===== config.mk =====
export PLATFORM = sky130hd
export DESIGN_NAME = hilo_mdu_ctrl_flat
export DESIGN_NICKNAME = d
export VERILOG_FILES = /design/src/rtl/hilo_mdu_ctrl_if.sv /design/src/rtl/hilo_mdu_ctrl.sv /design/src/flat_wrapper.sv
export SDC_FILE = /design/constraint.sdc
export NUM_CORES = 1
export LEC_CHECK = 0
export BUFFER_PORTS_ARGS = -buffer_cell sky130_fd_sc_hd__buf_2
export CORE_UTILIZATION = 56
export DETAILED_ROUTE_END_ITERATION = 10
export PLACE_DENSITY = 0.78
export SKIP_CTS_REPAIR_TIMING = 1
export SYNTH_ARGS = -nofsm -noshare
export SYNTH_HDL_FRONTEND = slang
export SYNTH_SLANG_ARGS = --single-unit

===== constraint.sdc =====
create_clock -name clk -period 3.46 [get_ports clk]
set_clock_uncertainty 0.2 [all_clocks]
set_input_delay 0.173 -clock clk [delete_from_list [all_inputs] [get_ports clk]]
set_output_delay 0.173 -clock clk [all_outputs]
set_load 0.03 [all_outputs]

===== src/rtl/hilo_mdu_ctrl_if.sv =====
// rtl/hilo_mdu_ctrl_if.sv - issue/result bundle between EX operand network and the HI/LO sequencer
//
// Signals (slave = hilo_mdu_ctrl, master = upstream EX stage):
//   start   issue request, op op code, src_a/src_b rs/rt operands, cancel pipeline flush
//   stall   hold pipeline, busy sequencer not idle
//   hi_we/lo_we, hi_o/lo_o   HI/LO write port
interface hilo_mdu_ctrl_if;
    logic        start;
    logic [2:0]  op;
    logic [31:0] src_a;
    logic [31:0] src_b;
    logic        cancel;
    logic        stall;
    logic        busy;
    logic        hi_we;
    logic        lo_we;
    logic [31:0] hi_o;
    logic [31:0] lo_o;

    modport master (
        output start, op, src_a, src_b, cancel,
        input  stall, busy, hi_we, lo_we, hi_o, lo_o
    );

    modport slave (
        input  start, op, src_a, src_b, cancel,
        output stall, busy, hi_we, lo_we, hi_o, lo_o
    );
endinterface


===== src/rtl/hilo_mdu_ctrl.sv =====
// rtl/hilo_mdu_ctrl.sv - HI/LO sequencer: iterative mul/div, MTHI/MTLO, pipeline stall
//
// Ports:
//   clk   core clock, rising edge
//   rst   asynchronous active-low reset
//   bus   hilo_mdu_ctrl_if.slave (start/op/src_a/src_b/cancel in; stall/busy/hi_we/lo_we/hi_o/lo_o out)
// Optional macro HILO_FAST_MUL_EN: single-cycle combinational MULT/MULTU instead of 32 iterations.
module hilo_mdu_ctrl (
    input  logic                 clk,
    input  logic                 rst,
    hilo_mdu_ctrl_if.slave       bus
);
    typedef enum logic [1:0] {S_IDLE, S_MUL, S_DIV, S_DONE} state_t;

    state_t      r_state;
    logic [5:0]  r_cnt;
    logic [63:0] r_acc;      // MUL: {partial high, remaining multiplier bits}
    logic [31:0] r_mcand;
    logic [32:0] r_rem;      // DIV partial remainder
    logic [31:0] r_quo;      // DIV: dividend bits shifted out, quotient bits shifted in
    logic [31:0] r_divisor;
    logic        r_neg_q;    // negate product / quotient at the end
    logic        r_neg_r;    // negate remainder at the end
    logic        r_is_div;

    logic        w_signed;
    logic [31:0] w_abs_a;
    logic [31:0] w_abs_b;
    logic        w_idle_start;
    logic [32:0] w_mul_sum;
    logic [32:0] w_trial;
    logic [33:0] w_diff;
    logic [63:0] w_prod;
    logic [31:0] w_quo;
    logic [31:0] w_rem;
    logic        w_mthi;
    logic        w_mtlo;
    logic        w_done;

    assign w_signed     = (bus.op == 3'd0) || (bus.op == 3'd2);
    assign w_abs_a      = (w_signed && bus.src_a[31]) ? (~bus.src_a + 32'd1) : bus.src_a;
    assign w_abs_b      = (w_signed && bus.src_b[31]) ? (~bus.src_b + 32'd1) : bus.src_b;
    assign w_idle_start = (r_state == S_IDLE) && bus.start && !bus.cancel;

    // Shift-add step: add multiplicand into the high half when the current multiplier bit is set.
    assign w_mul_sum = {1'b0, r_acc[63:32]} + (r_acc[0] ? {1'b0, r_mcand} : 33'd0);

    // Restoring step: trial-subtract divisor from the shifted remainder; borrow keeps the old value.
    assign w_trial = {r_rem[31:0], r_quo[31]};
    assign w_diff  = {1'b0, w_trial} - {2'b00, r_divisor};

`ifdef HILO_FAST_MUL_EN
    logic [63:0] w_fast_prod;
    assign w_fast_prod = {{32{w_signed & bus.src_a[31]}}, bus.src_a} *
                         {{32{w_signed & bus.src_b[31]}}, bus.src_b};
`endif

    always_ff @(posedge clk or negedge rst) begin
        if (!rst) begin
            r_state   <= S_IDLE;
            r_cnt     <= 6'd0;
            r_acc     <= 64'd0;
            r_mcand   <= 32'd0;
            r_rem     <= 33'd0;
            r_quo     <= 32'd0;
            r_divisor <= 32'd0;
            r_neg_q   <= 1'b0;
            r_neg_r   <= 1'b0;
            r_is_div  <= 1'b0;
        end else if (bus.cancel) begin
            r_state <= S_IDLE;
        end else begin
            case (r_state)
                S_IDLE: begin
                    if (bus.start && (bus.op == 3'd0 || bus.op == 3'd1)) begin
                        r_is_div <= 1'b0;
`ifdef HILO_FAST_MUL_EN
                        r_acc   <= w_fast_prod;
                        r_neg_q <= 1'b0;
                        r_state <= S_DONE;
`else
                        r_acc   <= {32'd0, w_abs_b};
                        r_mcand <= w_abs_a;
                        r_neg_q <= w_signed && (bus.src_a[31] ^ bus.src_b[31]);
                        r_cnt   <= 6'd0;
                        r_state <= S_MUL;
`endif
                    end else if (bus.start && (bus.op == 3'd2 || bus.op == 3'd3)) begin
                        r_is_div <= 1'b1;
                        if (bus.src_b == 32'd0) begin
                            r_quo   <= 32'hFFFF_FFFF;
                            r_rem   <= {1'b0, bus.src_a};
                            r_neg_q <= 1'b0;
                            r_neg_r <= 1'b0;
                            r_state <= S_DONE;
                        end else begin
                            r_rem     <= 33'd0;
                            r_quo     <= w_abs_a;
                            r_divisor <= w_abs_b;
                            r_neg_q   <= w_signed && (bus.src_a[31] ^ bus.src_b[31]);
                            r_neg_r   <= w_signed && bus.src_a[31];
                            r_cnt     <= 6'd0;
                            r_state   <= S_DIV;
                        end
                    end
                end
                S_MUL: begin
                    r_acc <= {w_mul_sum, r_acc[31:1]};
                    r_cnt <= r_cnt + 6'd1;
                    if (r_cnt == 6'd31) r_state <= S_DONE;
                end
                S_DIV: begin
                    if (w_diff[33]) begin
                        r_rem <= w_trial;
                        r_quo <= {r_quo[30:0], 1'b0};
                    end else begin
                        r_rem <= w_diff[32:0];
                        r_quo <= {r_quo[30:0], 1'b1};
                    end
                    r_cnt <= r_cnt + 6'd1;
                    if (r_cnt == 6'd31) r_state <= S_DONE;
                end
                default: r_state <= S_IDLE;
            endcase
        end
    end

    assign w_prod = r_neg_q ? (~r_acc + 64'd1) : r_acc;
    assign w_quo  = r_neg_q ? (~r_quo + 32'd1) : r_quo;
    assign w_rem  = r_neg_r ? (~r_rem[31:0] + 32'd1) : r_rem[31:0];

    // Outputs are forced low while reset is asserted, independent of the request inputs.
    assign w_mthi = rst && w_idle_start && (bus.op == 3'd4);
    assign w_mtlo = rst && w_idle_start && (bus.op == 3'd5);
    assign w_done = rst && (r_state == S_DONE) && !bus.cancel;

    assign bus.hi_we = w_done || w_mthi;
    assign bus.lo_we = w_done || w_mtlo;
    assign bus.hi_o  = w_done ? (r_is_div ? w_rem : w_prod[63:32]) :
                       w_mthi ? bus.src_a : 32'd0;
    assign bus.lo_o  = w_done ? (r_is_div ? w_quo : w_prod[31:0]) :
                       w_mtlo ? bus.src_a : 32'd0;
    assign bus.busy  = rst && (r_state != S_IDLE);
    assign bus.stall = rst && ((w_idle_start && !bus.op[2]) ||
                               (r_state == S_MUL) || (r_state == S_DIV));
endmodule


===== src/flat_wrapper.sv =====
// flat-port wrapper written by rule: the top's interface ports become plain ports
module hilo_mdu_ctrl_flat 
  (clk, rst, bus_start, bus_op, bus_src_a, bus_src_b, bus_cancel, bus_stall, bus_busy, bus_hi_we, bus_lo_we, bus_hi_o, bus_lo_o);
  hilo_mdu_ctrl_if bus_i ();
  input  logic clk;
  input  logic rst;
  input wire logic [$bits(bus_i.start)-1:0] bus_start;
  input wire logic [$bits(bus_i.op)-1:0] bus_op;
  input wire logic [$bits(bus_i.src_a)-1:0] bus_src_a;
  input wire logic [$bits(bus_i.src_b)-1:0] bus_src_b;
  input wire logic [$bits(bus_i.cancel)-1:0] bus_cancel;
  output wire logic [$bits(bus_i.stall)-1:0] bus_stall;
  output wire logic [$bits(bus_i.busy)-1:0] bus_busy;
  output wire logic [$bits(bus_i.hi_we)-1:0] bus_hi_we;
  output wire logic [$bits(bus_i.lo_we)-1:0] bus_lo_we;
  output wire logic [$bits(bus_i.hi_o)-1:0] bus_hi_o;
  output wire logic [$bits(bus_i.lo_o)-1:0] bus_lo_o;
  assign bus_i.start = bus_start;
  assign bus_i.op = bus_op;
  assign bus_i.src_a = bus_src_a;
  assign bus_i.src_b = bus_src_b;
  assign bus_i.cancel = bus_cancel;
  assign bus_stall = bus_i.stall;
  assign bus_busy = bus_i.busy;
  assign bus_hi_we = bus_i.hi_we;
  assign bus_lo_we = bus_i.lo_we;
  assign bus_hi_o = bus_i.hi_o;
  assign bus_lo_o = bus_i.lo_o;
  hilo_mdu_ctrl u_core (.clk(clk), .rst(rst), .bus(bus_i));
endmodule

## Word-level counts from Yosys, hierarchy flattened

Index checks and enable logic that the tools add are counted.

| storage, ports and cells | value |
|---|---|
| bits in registers | 203 |
| logic and storage cells | 124 |

| cells by class | value |
|---|---|
| $add $sub $neg | 8 |
| equal/unequal tests | 16 |
| multiplexer cells | 40 |
| bitwise logic cells | 9 |
| reduce and logical (&&, ||, !) cells | 41 |

Operators by type and width:

| cell | number |
|---|---|
| two-way mux 32 bit | 18 |
| adder 32 x 1 -> 32 bit (second input constant) | 4 |
| two-way mux 64 bit | 2 |
| NOT 32 bit | 4 |
| case mux 32 bit (2 select lines) | 2 |
| case mux 64 bit (2 select lines) | 1 |
| adder 64 x 1 -> 64 bit (second input constant) | 1 |
| NOT 64 bit | 1 |
| subtractor 33 x 32 -> 34 bit | 1 |
| adder 32 x 33 -> 33 bit | 1 |
| zero test 32 bit | 1 |
| two-way mux 6 bit | 3 |
| logical AND 1 bit | 15 |
| case mux 6 bit (2 select lines) | 1 |
| AND reduction 4 bit | 3 |
| nonzero test 2 bit | 5 |
| AND reduction 3 bit | 3 |
| two-way mux 1 bit | 8 |
| two-way mux 2 bit | 4 |
| logical OR 1 bit | 7 |
| adder 6 x 1 -> 6 bit (second input constant) | 1 |
| == test 3 x 2 -> 1 bit (second input constant) | 2 |
| == test 3 bit (second input constant) | 2 |
| == test 6 x 5 -> 1 bit (second input constant) | 1 |
| 16 further kinds | 23 |

## Depth between registers and ports, before layout

Gate-level depths: netlist (run 1).

| logic depth | value |
|---|---|
| depth after elaboration | 8 |
| depth in mapped cells | 15 |
| gate-level depth less buffers | 13 |

## Worst setup path before layout (run 1)

Ideal clock, no wire load.

| timing path | value |
|---|---|
| kind | register to output |
| start | reg u_core.r_acc[20] |
| end | out bus_hi_o[24] |
| arrival time | 3.217 ns |
| path slack | -0.130 ns |
| stages on the path, launching flop included | 9 |
| buffers on the path | 0 |
| cells stage by stage | dfrtp_1 -> or4_4 -> nor4_2 -> nand4_1 -> or3_4 -> or3_4 -> o41ai_2 -> xor2_1 -> o21ai_0 |

| on the way | value |
|---|---|
| cells in the longest elaborated chain, start to end | 5 |

RTL lines:

| element | line | source |
|---|---|---|
| from (decl) | hilo_mdu_ctrl.sv:17 | `logic [63:0] r_acc;` |
| from (signal assigned) | hilo_mdu_ctrl.sv:82 | `r_acc <= {32'd0, w_abs_b};` |
| from (signal assigned) | hilo_mdu_ctrl.sv:108 | `r_acc <= {w_mul_sum, r_acc[31:1]};` |
| NOT 64 bit | hilo_mdu_ctrl.sv:128 | `assign w_prod = r_neg_q ? (~r_acc + 64'd1) : r_acc;` |
| adder 64 x 1 -> 64 bit | hilo_mdu_ctrl.sv:128 |  |
| two-way mux 64 bit | hilo_mdu_ctrl.sv:128 |  |
| two-way mux 32 bit (2 in a row) | hilo_mdu_ctrl.sv:139 | `assign bus.hi_o = w_done ? (r_is_div ? w_rem : w_prod[63:32]) :` |
| to (decl) | flat_wrapper.sv:16 | `output wire logic [$bits(bus_i.hi_o)-1:0] bus_hi_o;` |

No other way between the ends.

## Final worst setup path (run 1)

| timing path | value |
|---|---|
| start | reg u_core.r_quo[4] |
| end | out bus_lo_o[30] |

| on the way | value |
|---|---|
| cells in the longest elaborated chain, start to end | 5 |

RTL lines:

| element | line | source |
|---|---|---|
| from (decl) | hilo_mdu_ctrl.sv:20 | `logic [31:0] r_quo;` |
| from (signal assigned) | hilo_mdu_ctrl.sv:98 | `r_quo <= w_abs_a;` |
| from (signal assigned) | hilo_mdu_ctrl.sv:115 | `r_quo <= {r_quo[30:0], 1'b0};` |
| from (signal assigned) | hilo_mdu_ctrl.sv:118 | `r_quo <= {r_quo[30:0], 1'b1};` |
| NOT 32 bit | hilo_mdu_ctrl.sv:129 | `assign w_quo = r_neg_q ? (~r_quo + 32'd1) : r_quo;` |
| adder 32 x 1 -> 32 bit | hilo_mdu_ctrl.sv:129 |  |
| two-way mux 32 bit | hilo_mdu_ctrl.sv:129 |  |
| two-way mux 32 bit (2 in a row) | hilo_mdu_ctrl.sv:141 | `assign bus.lo_o = w_done ? (r_is_div ? w_quo : w_prod[31:0]) :` |
| to (decl) | flat_wrapper.sv:17 | `output wire logic [$bits(bus_i.lo_o)-1:0] bus_lo_o;` |

No other way between the ends.

==> impl_metrics.yaml, run 1 <==
outcome:
  status: "complete, but fails checks"
  violations: "hold timing, setup timing"
critical_path:
  path_delay_family: "simple AND/OR/NAND/NOR gates"
  critPathSlowestCell: "or3_4"
  path_common_cell: "or3_4"
  critPathLaunchType: "register"
  worst-path-max-fanout: 4
  end_kind: "primary output"
  path_cells: "nor3_2, buf_4, nand4b_1, or3_4, or3_4, or3_4, o21ai_2, xor2_1, a21oi_2, a41o_1, buf_6"
  path_buf_inv: 2
  rr_worst_depth: 12
  slowest_delay_ns: 0.42
  ff2ff_setup_slack_ns: 0.07
  arrival_ns: 3.57
  path_class: "register to primary output"
  r2r-end: "u_core.r_rem[12]"
  r2r_start: "u_core.r_rem[5]"
  crit_required_ns: 3.09
logic_synthesis:
  synthesis.area_sq_um: 17470
  synthMuxAreaShare: 0.01167
  synth_top_area_frac: 0.2908
  ys_types: 84
  synth_top_cell_by_area: "dfrtp_1"
  syn_avg_cell_area_sq_um: 7.778
  syn_nets: 2394
  synth-main-ff-cell: "dfrtp_1"
  synth-xor-area-share: 0.1118
  synth_compound_area_frac: 0.2838
  ys_seq_area_frac: 0.2908
  syn_inst: 2246
  synth_top_family_by_area: "compound AO/OA/AOI/OAI gates"
  async_flop_share: 1.000
  synthSimpleGateAreaFrac: 0.1981
  synth_area_leaders: "dfrtp_1 29%, o21ai_0 7.0%, nand2_1 6.0%, a21oi_1 5.9%, xor2_1 5.7%"
  synthAdderAreaFrac: 0.05601
  yosysWarningCount: 0
  synth_edf_count: 0
  synth-seq-cells: 203
die:
  io_pins: 139
  core_sq_um: 30670
  design.die.area_sq_um: 31910
  fp.dieH_um: 178.6
  fp.dieW_um: 178.6
  rows: 64
  initial_core_util: 0.5696
layout:
  num-fill-cells: 2395
  mostFrequentLayoutCell: "nand2_1"
  multi_input_area_sq_um: 12320
  ff_latch_area_sq_um: 5089
  stdcell_area_sq_um: 22140
  antenna_cells: 0
  final_core_util: 0.7220
  synthToLayoutAreaGrowth_pct: 26.76
  final_cell_mix: "270 x nand2_1, 231 x buf_4, 201 x o21ai_0"
  fin_nets: 2690
  drive_above_1_share: 0.2230
  instances_no_fill: 2956
drt:
  wirelength_um: 70740
  drc: 0
  via_per_inst: 6.623
  drt_iter0_drc: 2332
  wl_per_cell_um: 23.93
  drtPass1Iterations: 10
  vias: 19580
  postRouteAntennaNets: 0
grt:
  grt_pass1_wl_um: 101900
  grt_pass1_vias: 17510
  grt-ovfl-total: 0
  grtUsageTotal: 0.4228
  antenna_found_initial: 2
  grt_start_max_net_pins: 150
worst_hold_path:
  hold_start: "bus_src_b[12]"
  min_delay_worst_endpoint: "u_core.r_acc[12]"
  whs_path_depth: 3
  hp-class: "primary input to register"
power:
  leakage_uw: 0.009529
  power_uw: 22890
  pwr_density_cell_nw_per_um2: 1034
  ir_drop_mv: 0.5724
sta:
  tightest_slew_ns: 1.147
  rsz0062_at_grt: "yes"
  max_slew_margin: 0.2355
  final.period_utilization: 1.139
  finalHoldViolCount: 6
  finalCriticalPeriod_ns: 3.942
  holdWs_ns: -0.01127
  timing.fmax_mhz: 253.7
  layout_setup_ws_ns: -0.4820
  setup_viol: 45
  slew_viol_final: 0
flow_run:
  maxCapViolCount: 0
place:
  gp_congestion: 1.021
  place_inst: 2843
  post_dp_cell_area_sq_um: 19750
  hpwl_um: 52680
  io_buffers: 138
clocking:
  cts_tree: "done"
  cts.sinks: 203
  clkLatencyLatePin_ns: 0.55
  cts-htree-levels: 1
  clkSlewWorstSetupHoldPaths_ns: 0.06
  cts.path.max_buffers: 3
  cts_made_buffers: 25
  cts_root_buf: "clkbuf_16"
## worst min-delay path, cell delays in order
cell and delay, ns:
buf_2 0.12, xnor2_1 0.19, o21ai_0 0.20
## cells by family after synthesis
family	after synthesis
AO/OA/AOI/OAI	797
XOR/XNOR	223
multiplexers	18
adder cells (fa/ha/maj)	77
AND/OR/NAND/NOR	717
buffers and inverters	211
flip-flops	203
## registers in the layout, summed over array words and instances, names as in the netlist
register and count:
u_core.r_is_div 1, u_core.r_acc 64, u_core.r_neg_r 1, u_core.r_rem 32
u_core.r_quo 32, u_core.r_cnt 6, u_core.r_state 2, u_core.r_mcand 32
u_core.r_neg_q 1, u_core.r_divisor 32
## metrics by stage
stage	worst slack, ns	setup TNS (ns)	hold slack (ns)
after floorplan	0.0005915	0	-0.3226
final	-0.4820	-11.86	-0.01127
after global placement	-0.02679	-0.02679	-0.1402
after detailed placement	-0.03752	-0.04962	-0.1390
after CTS	-0.6385	-16.75	-0.7020
after global routing	-0.5838	-15.83	0.0004868
## report_power, final
part	switching, uW	internal [uW]
sequential	1260	3490
clock	1110	1680
combinational	9010	6340
total	11400	11500
## Yosys cell counts, types with 8 or more instances
cell type  number
nand2_1       277
o21ai_0       245
a21oi_1       205
dfrtp_1       203
nor2_1        151
xor2_1        114
clkbuf_1      113
xnor2_1       109
ha_1           75
inv_1          70
o31ai_1        57
a22oi_1        56
nand3_1        42
nor3_1         39
and2_1         37
or3_1          31
a21o_1         30
nand2b_1       24
o21ai_1        24
o41ai_1        22
a31oi_1        20
or4_1          17
o221ai_1       16
nand4_1        15
a221oi_1       14
o22ai_1        14
and3_1         13
buf_2          11
nor2b_1        11
buf_1          10
nor4_1         10
o21a_1         10
a211oi_1        9
mux2_2          9
o211ai_1        9
or2_2           9
a221o_1         8
mux2i_1         8
nand3b_1        8
## routing by layer
layer,global-route usage,wire (um),vias up
li1,-,-,8745
met1,0.5722,27980,9288
met2,0.6350,30540,1277
met3,0.09015,7788,265
met4,0.2122,4422,2
met5,0,13,-
## worst max-delay path by stage
stage	end	cells after the start	startpoint	slack (ns)
2_1_floorplan	bus_hi_o[21]	8	u_core.r_acc[20]	0.0006
4_1_cts	bus_hi_o[13]	9	u_core.r_acc[4]	-0.64
3_3_place_gp	bus_hi_o[13]	9	u_core.r_acc[4]	-0.03
6_report	bus_lo_o[30]	11	u_core.r_quo[4]	-0.48
5_1_grt	bus_hi_o[31]	9	u_core.r_acc[4]	-0.58
3_5_place_dp	bus_hi_o[13]	9	u_core.r_acc[4]	-0.04
## layout make-up
class / count / area share
clock buffers: 36 / 0.03283
clock inverters: 9 / 0.005876
inverters: 71 / 0.01204
multi-input cells: 1832 / 0.5563
flip-flops and latches: 203 / 0.2298
well taps: 396 / 0.02238
repair buffers: 409 / 0.1408
Power figures use the tool's default switching activity.
==> run 2, diff against run 1 <==
--- a/config.mk
+++ b/config.mk
@@ -5,10 +5,11 @@
 export SDC_FILE = /design/constraint.sdc
 export NUM_CORES = 1
 export LEC_CHECK = 0
+export ABC_AREA = 1
 export BUFFER_PORTS_ARGS = -buffer_cell sky130_fd_sc_hd__buf_2
-export CORE_UTILIZATION = 56
+export CORE_UTILIZATION = 57
 export DETAILED_ROUTE_END_ITERATION = 10
-export PLACE_DENSITY = 0.78
+export PLACE_DENSITY = 0.79
 export SKIP_CTS_REPAIR_TIMING = 1
 export SYNTH_ARGS = -nofsm -noshare
 export SYNTH_HDL_FRONTEND = slang
==> impl_metrics.yaml, run 2 <==
critical_path:
  path_cells: "inv_1, ha_1, inv_2, nor2_2, inv_2, nor3_2, inv_2, nor3_4, buf_4, nand3_1, nand2_1, clkbuf_4"
  path_delay_family: "buffers and inverters"
  crit_required_ns: 3.09
  r2r_start: "u_core.r_acc[0]"
  ff2ff_setup_slack_ns: 0.18
  rr_worst_depth: 13
  path_class: "register to primary output"
  end_kind: "primary output"
  worst-path-max-fanout: 25
  r2r-end: "u_core.r_acc[60]"
  path_buf_inv: 6
  critPathLaunchType: "register"
  arrival_ns: 3.12
  path_common_cell: "inv_2"
  critPathSlowestCell: "dfrtp_1"
  slowest_delay_ns: 0.43
clocking:
  cts_tree: "done"
  cts.sinks: 203
  clkSlewWorstSetupHoldPaths_ns: 0.07
  clkLatencyLatePin_ns: 0.57
  cts.path.max_buffers: 3
  cts_root_buf: "clkbuf_16"
  cts-htree-levels: 1
  cts_made_buffers: 26
sta:
  slew_viol_final: 0
  holdWs_ns: -0.04728
  finalHoldViolCount: 3
  timing.fmax_mhz: 286.6
  rsz0062_at_grt: "yes"
  layout_setup_ws_ns: -0.02922
  setup_viol: 2
  final.period_utilization: 1.008
  tightest_slew_ns: 1.103
  max_slew_margin: 0.2638
  finalCriticalPeriod_ns: 3.489
power:
  leakage_uw: 0.01245
  pwr_density_cell_nw_per_um2: 1062
  ir_drop_mv: 0.6113
die:
  fp.dieW_um: 194.4
  rows: 70
  initial_core_util: 0.5775
  io_pins: 139
  core_sq_um: 36520
  design.die.area_sq_um: 37770
  fp.dieH_um: 194.4
layout:
  fin_nets: 3852
  final_cell_mix: "1083 x nand2_1, 455 x inv_1, 345 x nor2_1"
  mostFrequentLayoutCell: "nand2_1"
  largest_reg_flops: 64
  stdcell_area_sq_um: 23890
  synthToLayoutAreaGrowth_pct: 13.29
  num-fill-cells: 3561
  top_register: "u_core.r_acc"
  drive_above_1_share: 0.1042
place:
  gp_congestion: 1.110
  io_buffers: 138
  post_dp_cell_area_sq_um: 22270
  hpwl_um: 75750
logic_synthesis:
  synth-main-ff-cell: "dfrtp_1"
  synth_area_leaders: "dfrtp_1 24%, nand2_1 19%, inv_1 8.2%, nand3_1 6.8%, nor2_1 6.4%"
  syn_nets: 3706
  ys_types: 54
  synthesis.area_sq_um: 21090
  syn_avg_cell_area_sq_um: 5.928
  synth.most_common_cell: "nand2_1"
  yosysWarningCount: 0
  ys_seq_area_frac: 0.2409
  async_flop_share: 1.000
  synth_edf_count: 0
  synth_top_cell_by_area: "dfrtp_1"
  synth-seq-cells: 203
  synthTopCellsByCount: "1085 x nand2_1, 458 x inv_1, 358 x nor2_1"
  syn_inst: 3558
  synth_top_area_frac: 0.2409
worst_hold_path:
  whs_path_depth: 5
  min_delay_worst_endpoint: "u_core.r_divisor[1]"
  hold_start: "bus_src_b[1]"
  hp-class: "primary input to register"
grt:
  grtUsageTotal: 0.4975
  grt_pass1_wl_um: 140700
  antenna_found_initial: 2
  grt_start_max_net_pins: 78
  grt_pass1_vias: 22820
  grt-ovfl-total: 0
outcome:
  violations: "hold timing, setup timing"
  status: "complete, but fails checks"
drt:
  drt_iter0_drc: 3739
  wirelength_um: 96250
  wl_per_cell_um: 22.95
  postRouteAntennaNets: 0
  via_per_inst: 6.154
  vias: 25810
  drc: 0
  drtPass1Iterations: 9
flow_run:
  maxCapViolCount: 0
## run 2: changes by cell type in the layout (fill, tap and decap cells not counted), moves of 91 or more
cell,before,now
nand2_1,270,1083
inv_1,70,455
nand3_1,40,285
nor2_1,143,345
buf_4,231,59
xnor2_1,104,13
## run 2: worst register-to-register path: stages, from the launching register on
cell and delay [ns]:
dfrtp_2 0.49, buf_4 0.25, nand2_1 0.10, inv_1 0.05, ha_1 0.36, nand2_1 0.13
nor2_1 0.22, nand2_1 0.07, o21ai_0 0.74, nand4_1 0.24, nand2_1 0.12, nand2_1 0.05
nand3_1 0.06, nand2_1 0.08
## run 2: area by class of cell
type | count | area (sq um) | area share
Antenna cell | 2 | 5.005 | 0.0002095
Tap cell | 468 | 585.6 | 0.02451
Timing Repair Buffer | 246 | 1705 | 0.07138
Inverter | 479 | 1799 | 0.07530
Clock buffer | 36 | 779.5 | 0.03262
Clock inverter | 12 | 166.4 | 0.006965
Sequential cell | 203 | 5084 | 0.2128
Multi-Input combinational cell | 2748 | 13770 | 0.5762
## run 2: logic make-up after synthesis
group,after synthesis,synth area share
and+or+nand+nor,1993,0.4078
DFF,203,0.2409
AOI/OAI and AO/OA,598,0.1576
adders and majority gates,77,0.04639
xor gates and xnor gates,80,0.03322
buffers and inverters,607,0.1141
## run 2: worst max-delay path by stage
stage                                 start                to  slack, ns  cells past startpoint
after floorplan             u_core.r_acc[0]  u_core.r_acc[59]       0.70                     17
after global placement      u_core.r_acc[0]  u_core.r_acc[60]       0.40                     13
after detailed placement    u_core.r_acc[0]  u_core.r_acc[60]       0.32                     13
after CTS                   u_core.r_rem[0]      bus_hi_o[29]      -0.12                     12
after global routing        u_core.r_acc[0]       bus_hi_o[8]      -0.06                     14
final                     u_core.r_state[0]       bus_hi_o[8]      -0.03                     12
## run 2: power by group
part / switching, uW / total [uW] / leakage (uW) / internal (uW)
sequential: 1390 / 4870 / 0.00256 / 3480
combinational: 12200 / 17400 / 0.00941 / 5200
clock: 1200 / 3070 / 0.000470 / 1870
## run 2: metal layers
layer / track usage / vias up / wire, um
met5: 0 / - / 0
met4: 0.3104 / 0 / 7415
met3: 0.1681 / 382 / 14710
met2: 0.7028 / 1952 / 38030
met1: 0.6504 / 11580 / 36090
li1: - / 11890 / -
## run 2: metrics by stage
| step | utilization | cells | worst slack [ns] | TNS, ns | total power, uW |
|---|---|---|---|---|---|
| CTS | 0.6357 | 4142 | -0.1227 | -0.3353 | 24240 |
| finish | 0.6542 | 4194 | -0.02922 | -0.03004 | 25360 |
| global route | 0.6541 | 4192 | -0.05587 | -0.1688 | 27070 |
| global placement | 0.6098 | 4094 | 0.4046 | 0 | 21010 |
| detailed placement | 0.6098 | 4094 | 0.3236 | 0 | 21080 |
| floorplan | - | 3558 | 0.7027 | 0 | 15830 |
